<file path="src/rtl/lap_dump_uart.sv">
`default_nettype none
// +--------------------------------------------------------------------------+
// | Module   : lap_dump_uart                                                 |
// | Purpose  : Reads every entry of the 16-bit BCD lap memory on request,    |
// |            formats it as "<n>:SS.CC\r\n" and sends it out an 8N1 UART.   |
// | Ports    : clock_i            system clock                                |
// |            reset_i            synchronous active-high reset               |
// |            start_i            one-cycle dump request (ignored while busy) |
// |            mem_read_address_o lap memory read address                     |
// |            mem_data_i         lap memory read data {sD,sU,cD,cU}          |
// |            uart_tx_o          serial output, idle high                    |
// |            busy_o             dump in progress                            |
// |            done_o             one-cycle pulse after the last stop bit     |
// | Revision : 1.0 - initial release                                         |
// +--------------------------------------------------------------------------+
module lap_dump_uart #(
  parameter int CLK_FREQ    = 50000000,
  parameter int BAUD        = 115200,
  parameter int NUM_ENTRIES = 4,
  parameter int ADDR_W      = 2
) (
  input  logic              clock_i,
  input  logic              reset_i,
  input  logic              start_i,
  output logic [ADDR_W-1:0] mem_read_address_o,
  input  logic [15:0]       mem_data_i,
  output logic              uart_tx_o,
  output logic              busy_o,
  output logic              done_o
);

  localparam int CLKS_PER_BIT = CLK_FREQ / BAUD;
  localparam int CNT_W        = $clog2(CLKS_PER_BIT + 1);
  localparam logic [CNT_W-1:0]  C_BIT_LAST  = CNT_W'(CLKS_PER_BIT - 1);
  // TX_STOP is two cycles short: NEXT_CHAR plus LOAD_CHAR (or NEXT_ENTRY
  // on the last byte of an entry) complete the stop bit at line level high.
  localparam logic [CNT_W-1:0]  C_STOP_LAST = CNT_W'(CLKS_PER_BIT - 3);
  localparam logic [ADDR_W-1:0] C_LAST_IDX  = ADDR_W'(NUM_ENTRIES - 1);

  typedef enum logic [3:0] {
    S_IDLE, S_SET_ADDR, S_WAIT_MEM, S_LATCH, S_LOAD_CHAR, S_TX_START,
    S_TX_DATA, S_TX_STOP, S_NEXT_CHAR, S_NEXT_ENTRY, S_FINISH
  } state_t;

  state_t              state_q, state_d;
  logic [CNT_W-1:0]    cnt_q,   cnt_d;
  logic [2:0]          bit_q,   bit_d;
  logic [3:0]          pos_q,   pos_d;
  logic [ADDR_W-1:0]   idx_q,   idx_d;
  logic [ADDR_W-1:0]   addr_q,  addr_d;
  logic [15:0]         lat_q,   lat_d;
  logic [7:0]          ch_q,    ch_d;
  logic [7:0]          char_sel;

  // BCD nibble to ASCII digit; non-decimal codes are shown as '?'.
  function automatic logic [7:0] bcd_char(input logic [3:0] n);
    return (n <= 4'd9) ? (8'h30 + {4'h0, n}) : 8'h3F;
  endfunction

  always_comb begin
    char_sel = 8'h0A;
    case (pos_q)
      4'd0:    char_sel = 8'h30 + 8'(idx_q);
      4'd1:    char_sel = 8'h3A;
      4'd2:    char_sel = bcd_char(lat_q[15:12]);
      4'd3:    char_sel = bcd_char(lat_q[11:8]);
      4'd4:    char_sel = 8'h2E;
      4'd5:    char_sel = bcd_char(lat_q[7:4]);
      4'd6:    char_sel = bcd_char(lat_q[3:0]);
      4'd7:    char_sel = 8'h0D;
      default: char_sel = 8'h0A;
    endcase
  end

  always_comb begin
    state_d = state_q;
    cnt_d   = cnt_q + 1'b1;
    bit_d   = bit_q;
    pos_d   = pos_q;
    idx_d   = idx_q;
    addr_d  = addr_q;
    lat_d   = lat_q;
    ch_d    = ch_q;
    case (state_q)
      S_IDLE: begin
        if (start_i) begin
          idx_d   = '0;
          state_d = S_SET_ADDR;
        end
      end
      S_SET_ADDR: begin
        addr_d  = idx_q;
        state_d = S_WAIT_MEM;
      end
      S_WAIT_MEM: begin
        if (cnt_q == CNT_W'(1)) state_d = S_LATCH;
      end
      S_LATCH: begin
        lat_d   = mem_data_i;
        pos_d   = '0;
        state_d = S_LOAD_CHAR;
      end
      S_LOAD_CHAR: begin
        ch_d    = char_sel;
        bit_d   = '0;
        state_d = S_TX_START;
      end
      S_TX_START: begin
        if (cnt_q == C_BIT_LAST) state_d = S_TX_DATA;
      end
      S_TX_DATA: begin
        // Several bits share this state, so the bit timer restarts here.
        if (cnt_q == C_BIT_LAST) begin
          cnt_d = '0;
          ch_d  = {1'b0, ch_q[7:1]};
          bit_d = bit_q + 1'b1;
          if (bit_q == 3'd7) state_d = S_TX_STOP;
        end
      end
      S_TX_STOP: begin
        if (cnt_q == C_STOP_LAST) state_d = S_NEXT_CHAR;
      end
      S_NEXT_CHAR: begin
        if (pos_q == 4'd8) begin
          state_d = S_NEXT_ENTRY;
        end else begin
          pos_d   = pos_q + 1'b1;
          state_d = S_LOAD_CHAR;
        end
      end
      S_NEXT_ENTRY: begin
        if (idx_q == C_LAST_IDX) begin
          state_d = S_FINISH;
        end else begin
          idx_d   = idx_q + 1'b1;
          state_d = S_SET_ADDR;
        end
      end
      S_FINISH: begin
        addr_d  = '0;
        state_d = S_IDLE;
      end
      default: state_d = S_IDLE;
    endcase
    if (state_d != state_q) cnt_d = '0;
  end

  always_ff @(posedge clock_i) begin
    if (reset_i) begin
      state_q <= S_IDLE;
      cnt_q   <= '0;
      bit_q   <= '0;
      pos_q   <= '0;
      idx_q   <= '0;
      addr_q  <= '0;
      lat_q   <= '0;
      ch_q    <= '0;
    end else begin
      state_q <= state_d;
      cnt_q   <= cnt_d;
      bit_q   <= bit_d;
      pos_q   <= pos_d;
      idx_q   <= idx_d;
      addr_q  <= addr_d;
      lat_q   <= lat_d;
      ch_q    <= ch_d;
    end
  end

  // Line level is a pure decode of registered state, so a reset forces it
  // high on the same edge that aborts the transfer.
  assign uart_tx_o          = (state_q == S_TX_START) ? 1'b0 :
                              (state_q == S_TX_DATA)  ? ch_q[0] : 1'b1;
  assign busy_o             = (state_q != S_IDLE) && (state_q != S_FINISH);
  assign done_o             = (state_q == S_FINISH);
  assign mem_read_address_o = addr_q;

endmodule
`default_nettype wire
</file>
<file path="config.mk">
export PLATFORM = sky130hd
export DESIGN_NAME = lap_dump_uart
export DESIGN_NICKNAME = d
export VERILOG_FILES = /design/src/rtl/lap_dump_uart.sv
export SDC_FILE = /design/constraint.sdc
export NUM_CORES = 1
export LEC_CHECK = 0
export BUFFER_PORTS_ARGS = -buffer_cell sky130_fd_sc_hd__clkbuf_2
export CAP_MARGIN = 25
export CORE_UTILIZATION = 50
export DETAILED_ROUTE_END_ITERATION = 6
export PLACE_DENSITY = 0.72
export SYNTH_ARGS = -nofsm -noshare
export SYNTH_HDL_FRONTEND = slang
export SYNTH_SLANG_ARGS = --single-unit
</file>
<file path="constraint.sdc">
create_clock -name clock_i -period 1.85 [get_ports clock_i]
set_input_delay 0.185 -clock clock_i [delete_from_list [all_inputs] [get_ports clock_i]]
set_output_delay 0.185 -clock clock_i [all_outputs]
set_load 0.1 [all_outputs]
</file>
**Yosys cells after proc, flatten, opt, wreduce, memory -nomap -nowiden**

Index checks and enable logic that the tools add are counted.
W data, S select, Z words.

- Bits in registers: 48
- Input bits: 19
- Output and inout port bits: 5
- Word-level logic and storage cells: 90

- Add/sub/neg operators: 9
- $lt $le $gt $ge: 4
- Eq/ne operators: 29
- Muxes and demuxes: 28
- Reductions and logical operators: 12

Operators by type and width:

| operator | number |
|---|---|
| $pmux W7 S8 | 1 |
| $pmux W4 S10 | 1 |
| $mux W4 | 9 |
| $eq A4 B3 Y1 const B | 8 |
| $add A6 B4 Y7 const A | 4 |
| $mux W7 | 4 |
| $eq A9 B9 Y1 const B | 2 |
| $mux W9 | 2 |
| $eq A4 B2 Y1 const B | 4 |
| $eq A4 B4 Y1 const B | 4 |
| $le A4 B4 Y1 const B | 4 |
| $pmux W8 S2 | 1 |
| $add A9 B1 Y9 const B | 1 |
| $eq A9 B1 Y1 const B | 1 |
| $eq A4 B1 Y1 const B | 2 |
| $logic_not A4 Y1 | 2 |
| $mux W8 | 1 |
| $ne A2 B2 Y1 const B | 4 |
| $pmux W2 S2 | 2 |
| $pmux W4 S2 | 1 |
| $reduce_bool A2 Y1 | 4 |
| $add A6 B2 Y7 const A | 1 |
| $pmux W3 S2 | 1 |
| $add A4 B1 Y4 const B | 1 |
| other kinds (14) | 17 |

**Longest topological paths before layout**

Gate-level depths: netlist of run 1.

- Depth in word-level cells: 6
- Gate-level depth with buffers: 8

**Least setup slack after synthesis of run 1**

Ideal clock, no wire load.

- Path type: register -> register
- Start: register state_q[3]
- End: register addr_q[0] (netlist: mem_read_address_o[0])
- Arrival: 3180 ps
- Setup slack: -1575 ps
- Cell stages (with the launch flop): 5
- Clock period less this slack: 3425 ps
- Cell sequence: dfxtp_1 clkbuf_1 nand2b_1 nor3b_1 nor3_1

- Longest elaborated chain between the ends: 2
- Elaborated cells between the ends (all ways): 4
- Classes of those cells: eq/ne (2); mux (1); reduce/logical (1)

RTL lines:

| item | line | text |
|---|---|---|
| start: declaration | 45 | `state_t state_q, state_d;` |
| start signal: assignment | 159 | `state_q <= state_d;` |
| $eq A4 B4 Y1 * | -- |  |
| net done_o | 29 | `output logic done_o` |
| $pmux W2 S2 or $reduce_bool A2 Y1 (tied branches) | -- |  |
| end signal: assignment | 164 | `addr_q <= addr_d;` |
| end: declaration | 50 | `logic [ADDR_W-1:0] addr_q, addr_d;` |

The timed path passes the listed nets; every way through them passes the cells marked *.
A chain may end at the register's enable or synchronous reset.

**Final worst setup path of run 1**

- Start: register cnt_q[1]
- End: register ch_q[3]

- Longest elaborated chain between the ends: 3

RTL lines:

| item | line | text |
|---|---|---|
| start: declaration | 46 | `logic [CNT_W-1:0] cnt_q, cnt_d;` |
| start signal: assignment | 160 | `cnt_q <= cnt_d;` |
| $eq A9 B9 Y1 | 113 | `if (cnt_q == C_BIT_LAST) begin` |
| $ne A2 B2 Y1 (no source line) | -- |  |
| $reduce_and A2 Y1 (no source line) | -- |  |
| end signal: assignment | 166 | `ch_q <= ch_d;` |
| end: declaration | 52 | `logic [7:0] ch_q, ch_d;` |

Every way passes these cells.

==> reports/qor.txt, run 1 <==
Height of the die: 74.4 µm
Setup crit start kind: flip-flop
Routability Congestion: 0.892
Seq/Total Area, Yosys: 35.1%
Initial antenna violation count: 0
Failing checks: negative setup slack
Fmax: 0.527 GHz
Worst rel slew slack: 64.3%
Pwr Total: 2080 µW
Mean post-synth cell area: 7.73 µm²
Post-Synthesis Cells: 339
Pwr/cell area: 599 nW/µm²
Synthesized net count: 367
Clk Latency, worst-skew pair: 0.30 ns
# IOs: 24
CP Capture Type: flip-flop
Antenna viol nets, final: 0
Synth top area cells: dfxtp_1 35%, a21oi_1 7.8%, nand2_1 7.7%
Row count: 25
Status: complete, but fails checks
Routed vias: 2720
Core area: 4880 µm²
Largest net degree at the start of global routing: 38
Placed insts: 457
Yosys top cell by area: dfxtp_1
Number of synthesized flops with an enable pin: 0
Crit path DAT: 2.13 ns
Die area: 5540 µm²
All-layer global routing usage: 26.9%
Crit Path Category: flip-flop to flip-flop
DP Wirelength: 4.76 mm
Die width: 74.4 µm
ANT cells: 0
Post-Syn Area: 2620 µm²
Peak VDD IR: 559 µV
Max clock buf depth: 2
Max_cap viols: 0
Routed WL per cell: 14.9 µm
Leak: 0.00127 µW
Synth async-reset ratio: 0%
Critical path fanouts, max: 7
Reg clk slew, reported paths: 0.09 ns
CP Capture Point: ch_q[3]$_SDFFE_PP0P_
Finish-stage setup viols: 3
Final Cell Area: 3460 µm²
Worst setup path start: cnt_q[1]$_SDFF_PP0_
Final slew viol count: 0
CTS Buf Count: 5
Drt first pass iters: 4
Synth warn: 0
Drt drc: 0
Wirelength, routed: 7.02 mm
Endpoints failing hold: 0
Worst R2R Start: cnt_q[1]$_SDFF_PP0_
Synth top area share: 35.1%
CTS root buffer: clkbuf_8
Clock skew: 0.00626 ns
WP data required: 2.08 ns
Initial DRC count: 150
CTS tree: yes
Final critical-path required period: 1.90 ns
Total gr overflow: 0
Layout cells sized above 1: 30.6%
Distinct cells, synth: 54
Layout Cells excl Fill: 472
Area delta synth->final: 32.1%
FF-to-FF setup slack: -0.05 ns
Final net count: 432
R2r endpoint: ch_q[3]$_SDFFE_PP0P_
Post-CTS Hold Fix Bufs: 0
Final worst slack: -0.0465 ns
Least-Margin Pin Slew: 0.538 ns
Top FF cell, synth: dfxtp_1
RSZ-0062 raised after global routing: yes
Port bufs: 23
Worst R2R Path Depth: 8
CTS Sinks: 46
Vias in the first global route: 2513
Post-DP Area: 3190 µm²
First-pass GRT wire length: 11.6 mm
H-tree levels: 2
Starting density of the core: 53.7%
Drt via density: 5.76
Yosys reg bits: 46
Worst hold path class: input port to flip-flop
Final Cycle Share: 103%
==> registers in the layout (all words and copies together) (netlist names) <==
name	count
lat_q	16
idx_q	2
mem_read_address_o	2
bit_q	3
ch_q	6
cnt_q	9
pos_q	4
state_q	4
==> worst min-delay path by stage <==
stage                              from               endpoint  depth (start not counted)
after floorplan           mem_data_i[0]  lat_q[0]$_SDFFE_PP0P_                          2
after global placement    mem_data_i[4]  lat_q[4]$_SDFFE_PP0P_                          3
after detailed placement  mem_data_i[4]  lat_q[4]$_SDFFE_PP0P_                          3
after CTS                 mem_data_i[9]  lat_q[9]$_SDFFE_PP0P_                          3
after global routing      mem_data_i[9]  lat_q[9]$_SDFFE_PP0P_                          3
final                     mem_data_i[3]  lat_q[3]$_SDFFE_PP0P_                          3
==> stage by stage <==
step	setup TNS [ns]	worst slack, ns	hold slack (ns)	utilization (%)
floorplan	-0.199	-0.0520	0.321	-
global placement	0	0.0131	0.407	65.4
detailed placement	-0.498	-0.0595	0.413	65.4
CTS	-0.230	-0.0830	0.0805	69.2
global route	-0.914	-0.102	0.0839	71.0
finish	-0.0618	-0.0465	0.0894	71.0
==> worst max-delay path, stage by stage, from the launching register on <==
cell      delay, ns
dfxtp_2        0.33
inv_2          0.06
ha_4           0.11
or4b_4         0.50
nor3_4         0.23
buf_4          0.17
or2_4          0.15
o211ai_1       0.11
a21oi_1        0.16
==> cell usage after synthesis, types with 2 or more instances <==
master and number:
nor3_1 14, o221ai_1 2, o22ai_1 2, nor2_1 21, and3b_1 2, mux2i_1 2
or4_1 4, or3b_2 3, nand2_1 54, nand2b_1 4, o211ai_1 4, dfxtp_1 46
a22oi_1 2, xnor2_1 6, o21ai_1 6, a31oi_1 3, o21a_1 5, ha_1 9
a21oi_1 41, nand4_1 10, o21ai_0 7, a21o_1 2, or3_1 4, nor4_1 2
nand3b_1 4, inv_1 8, or2_2 3, nand3_1 9, a211oi_1 7, clkbuf_1 16
nor3b_1 3, and2_1 8, nor4b_1 4, nor2b_1 2
==> layout by cell type, fill, tap and decap left out, types with 3 or more instances in the layout <==
cell type / netlist / layout
nand2_1: 54 / 53
a211oi_1: 7 / 5
nand2b_1: 4 / 3
inv_1: 8 / 6
dfxtp_1: 46 / 41
a21oi_1: 41 / 39
or4_1: 4 / 3
dfxtp_2: 0 / 4
ha_1: 9 / 6
nand3b_1: 4 / 4
nand3_1: 9 / 9
or2_2: 3 / 3
and2_1: 8 / 7
o21a_1: 5 / 5
xnor2_1: 6 / 6
buf_4: 0 / 48
clkbuf_2: 0 / 20
buf_12: 0 / 5
o21ai_0: 7 / 6
a31oi_1: 3 / 3
o211ai_1: 4 / 4
nand4_1: 10 / 10
or3_1: 4 / 3
clkbuf_8: 0 / 5
nor4b_2: 1 / 3
buf_6: 0 / 3
nor3_1: 14 / 14
nor2_1: 21 / 20
or3b_2: 3 / 3
o21ai_1: 6 / 6
==> layout make-up <==
class                   instances  area [µm²]
clock buffers                   5        68.8
clock inverters                 3        21.3
fillers                       413        1420
inverters                       8        30.0
multi-input cells             267        1740
flip-flops and latches         46         930
well taps                      67        83.8
repair buffers                 76         594
==> cell families after synthesis <==
family,share of synthesized area [%]
buf+inv,3.77
compound gates,21.0
flops,35.1
simple gates,32.7
fa+ha+maj,4.30
mux,0.764
xor+xnor,2.34
==> routing by layer <==
metal,vias up,wire (µm),track usage [%]
met5,-,0,0
met4,0,94,7.13
met3,11,173,3.93
met2,50,3390,43.4
met1,1301,3360,37.6
li1,1358,-,-
==> repair_timing <==
action / 4_1_cts / 5_1_grt
endpoints found under the setup margin: 19 / 26
hold endpoints to repair: 0 / 0
gates resized for setup: 14 / 20
setup buffers: 5 / 2
pin swaps: 10 / 7
==> where the power goes <==
group / switching [µW] / internal, µW / total (µW)
registers: 29.8 / 1010 / 1040
clock network: 363 / 266 / 629
logic: 216 / 186 / 402
total: 609 / 1470 / 2080
(Power assumes the default switching activity.)
==> run 2: changes to the inputs <==
SKIP_CTS_REPAIR_TIMING = 1   (was not set)
SLEW_MARGIN = 20   (was not set)
==> reports/qor.txt, run 2 (synthesized netlist as in run 1, its figures left out) <==
Commonest non-fill, non-tap cell in the layout: nand2_1
Final net count: 433 (+0.23%)
Filler Cell Count: 401 (-2.9%)
Critical path fanouts, max: 4 (-3)
Worst hold path class: input port to flip-flop
Largest net degree at the start of global routing: 38 (unchanged)
Max clock buf depth: 2 (unchanged)
Finish-stage setup viols: 18 (+15)
CTS tree: yes
Max_cap viols: 0 (unchanged)
Final worst slack: -0.156 ns (-0.110 ns)
Worst setup path start: pos_q[0]$_SDFFE_PP0P_
Area delta synth->final: 35.5%
Leak: 0.00130 µW (+1.7%)
H-tree levels: 2 (unchanged)
Drt drc: 0 (unchanged)
FF-to-FF setup slack: -0.16 ns (-0.11 ns)
CP Capture Point: cnt_q[5]$_SDFF_PP0_
RSZ-0062 raised after global routing: yes
CP Capture Type: flip-flop
Pwr/cell area: 590 nW/µm² (-1.6%)
Routability Congestion: 0.892 (unchanged)
Initial antenna violation count: 0 (unchanged)
Largest registers: lat_q: 16 flops, cnt_q: 9 flops, ch_q: 6 flops
Layout cells sized above 1: 32.8% (+2.1 points)
Hold slack: 0.0881 ns (-0.00135 ns)
Failing checks: negative setup slack
Port bufs: 23 (unchanged)
Worst R2R Path Depth: 9 (+1)
Core area: 4880 µm² (unchanged)
CTS Sinks: 46 (unchanged)
Least-Margin Pin Slew: 0.538 ns (-0.000104 ns)
Die area: 5540 µm² (unchanged)
Most used cell along the critical path: buf_4
Crit path DAT: 2.25 ns (+0.12 ns)
CTS root buffer: clkbuf_8
Final critical-path required period: 2.01 ns (+0.110 ns)
Endpoints failing hold: 0 (unchanged)
Crit Path Category: flip-flop to flip-flop
Reg clk slew, reported paths: 0.09 ns (about the same)
Initial DRC count: 140 (-6.7%)
Commonest cells after routing, fill and taps aside: 51 x nand2_1, 45 x buf_4, 40 x dfxtp_1, 38 x a21oi_1, 20 x clkbuf_2
Routed vias: 2730 (+0.37%)
R2r endpoint: cnt_q[5]$_SDFF_PP0_
Row count: 25 (unchanged)
Fmax: 0.498 GHz (-5.5%)
Total gr overflow: 0 (unchanged)
Slowest stage delay, CP: 0.40 ns (-0.10 ns)
Clock skew: 0.00612 ns (-0.000143 ns)
Wirelength, routed: 7.28 mm (+3.7%)
Multi-input gate area: 1780 µm² (+2.6%)
# IOs: 24 (unchanged)
Peak VDD IR: 521 µV (-6.8%)
Final Cycle Share: 108% (+5.9 points)
Worst rel slew slack: 64.3% (about the same)
First-pass GRT wire length: 11.2 mm (-3.4%)
WP data required: 2.09 ns (about the same)
Die width: 74.4 µm (unchanged)
Seq. cell area: 936 µm² (+0.67%)
All-layer global routing usage: 26.1% (-0.85 points)
Worst path slowest cell: o311a_1
Reg with most FFs: lat_q
Pwr Total: 2090 µW (+0.87%)
DP Wirelength: 4.76 mm (unchanged)
CTS Buf Count: 5 (unchanged)
Drt via density: 5.77 (+0.16%)
Height of the die: 74.4 µm (unchanged)
Routed WL per cell: 15.4 µm (+3.5%)
Vias in the first global route: 2444 (-2.7%)
Final slew viol count: 0 (unchanged)
Clk Latency, worst-skew pair: 0.30 ns (about the same)
ANT cells: 0 (unchanged)
Number of flip-flops under the largest register name: 16 (unchanged)
Antenna viol nets, final: 0 (unchanged)
Drt first pass iters: 4 (unchanged)
Crit path cell chain: inv_2 -> ha_4 -> nand3b_1 -> o311a_1 -> buf_4 -> buf_4 -> a211oi_1 -> nand4_1 -> o21ai_1
Worst R2R Start: pos_q[0]$_SDFFE_PP0P_
Setup crit start kind: flip-flop
Status: complete, but fails checks
Starting density of the core: 53.7% (unchanged)
==> run 2: cell count changes in the layout (fill, tap and decap cells not counted), sizes merged <==
cell,delta
clkbuf,+1
==> run 2: stage by stage <==
step                      utilization, %  cells  instance area (µm²)  setup WS (ns)  setup TNS (ns)
after floorplan                        -    339                 2650        -0.0520          -0.199
after global placement              65.4    457                 3190         0.0131               0
after detailed placement            65.4    457                 3190        -0.0595          -0.498
after CTS                           67.2    465                 3280         -0.131           -1.09
after global routing                72.8    473                 3550         -0.225           -2.58
final                               72.8    473                 3550         -0.156           -1.10
==> run 2: worst max-delay path: cells and delay by family (launching register included) <==
| family | cells | cell delay, ns |
|---|---|---|
| AOI/OAI and AO/OA | 3 | 0.78 |
| adders and majority gates | 1 | 0.15 |
| buffers and inverters | 3 | 0.39 |
| DFF | 1 | 0.33 |
| and+or+nand+nor | 2 | 0.32 |
==> run 2: worst min path at each step <==
stage                  startpoint                    end  slack [ns]  cells past startpoint
global route        mem_data_i[9]  lat_q[9]$_SDFFE_PP0P_        0.08                      3
finish              mem_data_i[3]  lat_q[3]$_SDFFE_PP0P_        0.09                      3
global placement    mem_data_i[4]  lat_q[4]$_SDFFE_PP0P_        0.41                      3
detailed placement  mem_data_i[4]  lat_q[4]$_SDFFE_PP0P_        0.41                      3
floorplan           mem_data_i[0]  lat_q[0]$_SDFFE_PP0P_        0.32                      2
CTS                 mem_data_i[9]  lat_q[9]$_SDFFE_PP0P_        0.08                      3
==> run 2: power by group <==
| group | total [µW] | internal (µW) | switching, µW | leakage (µW) |
|---|---|---|---|---|
| registers | 1050 | 1020 | 35.0 | 0.000375 |
| logic | 419 | 200 | 220 | 0.000877 |
| clock network | 624 | 266 | 358 | 0.0000441 |
| total | 2090 | 1480 | 613 | 0.00130 |
==> run 2: cell type report <==
cell class,count,area share [%]
Multi-Input combinational cell,267,50.1
Inverter,8,0.846
Timing Repair Buffer,77,17.8
Tap cell,67,2.36
Clock buffer,5,1.94
Sequential cell,46,26.4
Clock inverter,3,0.599
==> run 2: layer usage <==
metal | up-vias | wire [µm] | track usage [%]
met2 | 61 | 3520 | 41.5
met5 | - | 0 | 0
met3 | 8 | 279 | 3.39
li1 | 1361 | - | -
met1 | 1300 | 3390 | 36.0
met4 | 0 | 85 | 9.64
==> run 3: changes to the inputs <==
CORE_MARGIN = 10   (was not set)
clock period = 1.8 ns   (was 1.85 ns; I/O delays follow)
==> reports/qor.txt, run 3 (synthesized netlist as in run 1, its figures left out) <==
Worst rel slew slack: 63.4% (-0.86 points)
Max_cap viols: 0 (unchanged)
Pwr Total: 2160 µW (+3.3%)
Combinational power share: 20.6% (+0.6 points)
Failing checks: negative setup slack
CTS tree: yes
Worst R2R Path Depth: 7 (-2)
Drt drc: 0 (unchanged)
Least-Margin Pin Slew: 0.551 ns (+0.0130 ns)
Number of flip-flops under the largest register name: 16 (unchanged)
Reg with most FFs: lat_q
Leak: 0.00136 µW (+4.7%)
Final slew viol count: 0 (unchanged)
Worst hold path startpoint: mem_data_i[1]
Wirelength, routed: 7.31 mm (+0.48%)
RSZ-0062 raised after global routing: yes
All-layer global routing usage: 16.1% (-10 points)
Fmax: 0.519 GHz (+4.2%)
Routed WL per cell: 15.0 µm (-2.2%)
Crit path DAT: 2.15 ns (-0.10 ns)
Commonest non-fill, non-tap cell in the layout: buf_4
Starting density of the core: 51.3% (-2.4 points)
CTS Sinks: 46 (unchanged)
Die area: 8540 µm² (+54%)
Clk pwr share: 29.7% (about the same)
Final Cycle Share: 107% (-1.5 points)
Pwr/cell area: 594 nW/µm² (+0.66%)
Switching power: 627 µW (+2.3%)
CTS Buf Count: 5 (unchanged)
Sequential share of power: 49.6% (-0.6 points)
Die width: 92.4 µm (+24%)
First-pass GRT wire length: 11.8 mm (+4.8%)
Finish-stage setup viols: 14 (-4)
DP Wirelength: 5.07 mm (+6.6%)
Final net count: 443 (+2.3%)
Port bufs: 23 (unchanged)
Int Pwr: 1540 µW (+3.7%)
Drt first pass iters: 4 (unchanged)
Area delta synth->final: 39.0%
Core area: 5110 µm² (+4.7%)
H-tree levels: 2 (unchanged)
Peak VDD IR: 375 µV (-28%)
# IOs: 24 (unchanged)
Status: complete, but fails checks
Fin Setup TNS: -0.995 ns (+0.103 ns)
Worst R2R Start: cnt_q[1]$_SDFF_PP0_
Cell depth of the worst hold path: 3 (unchanged)
Commonest cells after routing, fill and taps aside: 59 x buf_4, 53 x nand2_1, 37 x dfxtp_1, 35 x a21oi_1, 20 x clkbuf_2
Height of the die: 92.4 µm (+24%)
Row count: 26 (+4.0%)
Setup crit start kind: flip-flop
Reg clk slew, reported paths: 0.09 ns (about the same)
CP Capture Type: flip-flop
Clk Latency, worst-skew pair: 0.31 ns (about the same)
Min-Delay Endpoint: lat_q[1]$_SDFFE_PP0P_
CTS root buffer: clkbuf_8
Drt via density: 5.68 (-1.6%)
Final worst slack: -0.126 ns (+0.0304 ns)
Initial antenna violation count: 0 (unchanged)
Layout cells sized above 1: 37.0% (+4.3 points)
Endpoints failing hold: 0 (unchanged)
ANT cells: 0 (unchanged)
Largest net degree at the start of global routing: 22 (-42%)
Total gr overflow: 0 (unchanged)
Critical path fanouts, max: 4 (unchanged)
Final critical-path required period: 1.93 ns (-0.0804 ns)
Largest registers: lat_q: 16 flops, cnt_q: 9 flops, ch_q: 6 flops
FF-to-FF setup slack: -0.13 ns (+0.03 ns)
Max clock buf depth: 2 (unchanged)
Routed vias: 2759 (+1.1%)
Crit Path Category: flip-flop to flip-flop
Clock skew: 0.0119 ns (+0.00580 ns)
Switching Fraction: 29.0% (-0.28 points)
WP data required: 2.03 ns (-0.06 ns)
Worst hold path class: input port to flip-flop
Antenna viol nets, final: 0 (unchanged)
Routability Congestion: 0.866 (-2.9%)
Vias in the first global route: 2610 (+6.8%)
Initial DRC count: 168 (+20%)
R2r endpoint: ch_q[0]$_SDFFE_PP0P_
## run 3: power by group through the flow
stage / logic, µW / clock network [µW] / registers (µW)
floorplan: 223 / 0 / 1090
global route: 484 / 679 / 1080
global placement: 370 / 0 / 1090
finish: 447 / 643 / 1070
CTS: 378 / 649 / 1070
detailed placement: 376 / 0 / 1090
## run 3: worst max path at each step
stage | from | end | cells after the start
finish | cnt_q[1]$_SDFF_PP0_ | ch_q[0]$_SDFFE_PP0P_ | 7
global route | cnt_q[1]$_SDFF_PP0_ | ch_q[0]$_SDFFE_PP0P_ | 7
CTS | state_q[2]$_SDFF_PP0_ | uart_tx_o | 4
detailed placement | cnt_q[1]$_SDFF_PP0_ | ch_q[2]$_SDFFE_PP0P_ | 7
global placement | state_q[0]$_SDFF_PP0_ | cnt_q[0]$_SDFF_PP0_ | 6
floorplan | cnt_q[0]$_SDFF_PP0_ | ch_q[0]$_SDFFE_PP0P_ | 6
## run 3: through the flow
step                instances  setup WS [ns]  util, %  instance area, µm²  hold WS, ns
global placement          470        -0.0318     64.1                3270        0.402
global route              486         -0.247     71.3                3640       0.0958
finish                    486         -0.126     71.3                3640       0.0799
floorplan                 339         -0.102        -                2670        0.316
CTS                       478         -0.139     65.8                3360       0.0793
detailed placement        470        -0.0953     64.1                3270        0.408
## run 3: layout make-up
| class | count | area (µm²) |
|---|---|---|
| clock buffer | 6 | 72.6 |
| inverter | 8 | 30.0 |
| multi-input combinational | 267 | 1810 |
| fill | 402 | 1460 |
| clock inverter | 2 | 13.8 |
| tap | 70 | 87.6 |
| sequential | 46 | 937 |
| timing repair buffer | 87 | 691 |
## run 3: layer usage
metal	global-route usage [%]	wire length, µm	up-vias
met5	0	0	-
met4	5.53	82	0
met3	2.82	284	9
met2	26.9	3730	50
met1	20.3	3210	1326
li1	-	-	1374
## run 3: worst max-delay path, cell delays in order (launching register included)
cell,delay [ns]
dfxtp_2,0.34
inv_2,0.04
ha_1,0.11
or4b_4,0.51
nor3_4,0.26
nor2_4,0.07
or4_1,0.40
o22ai_1,0.12
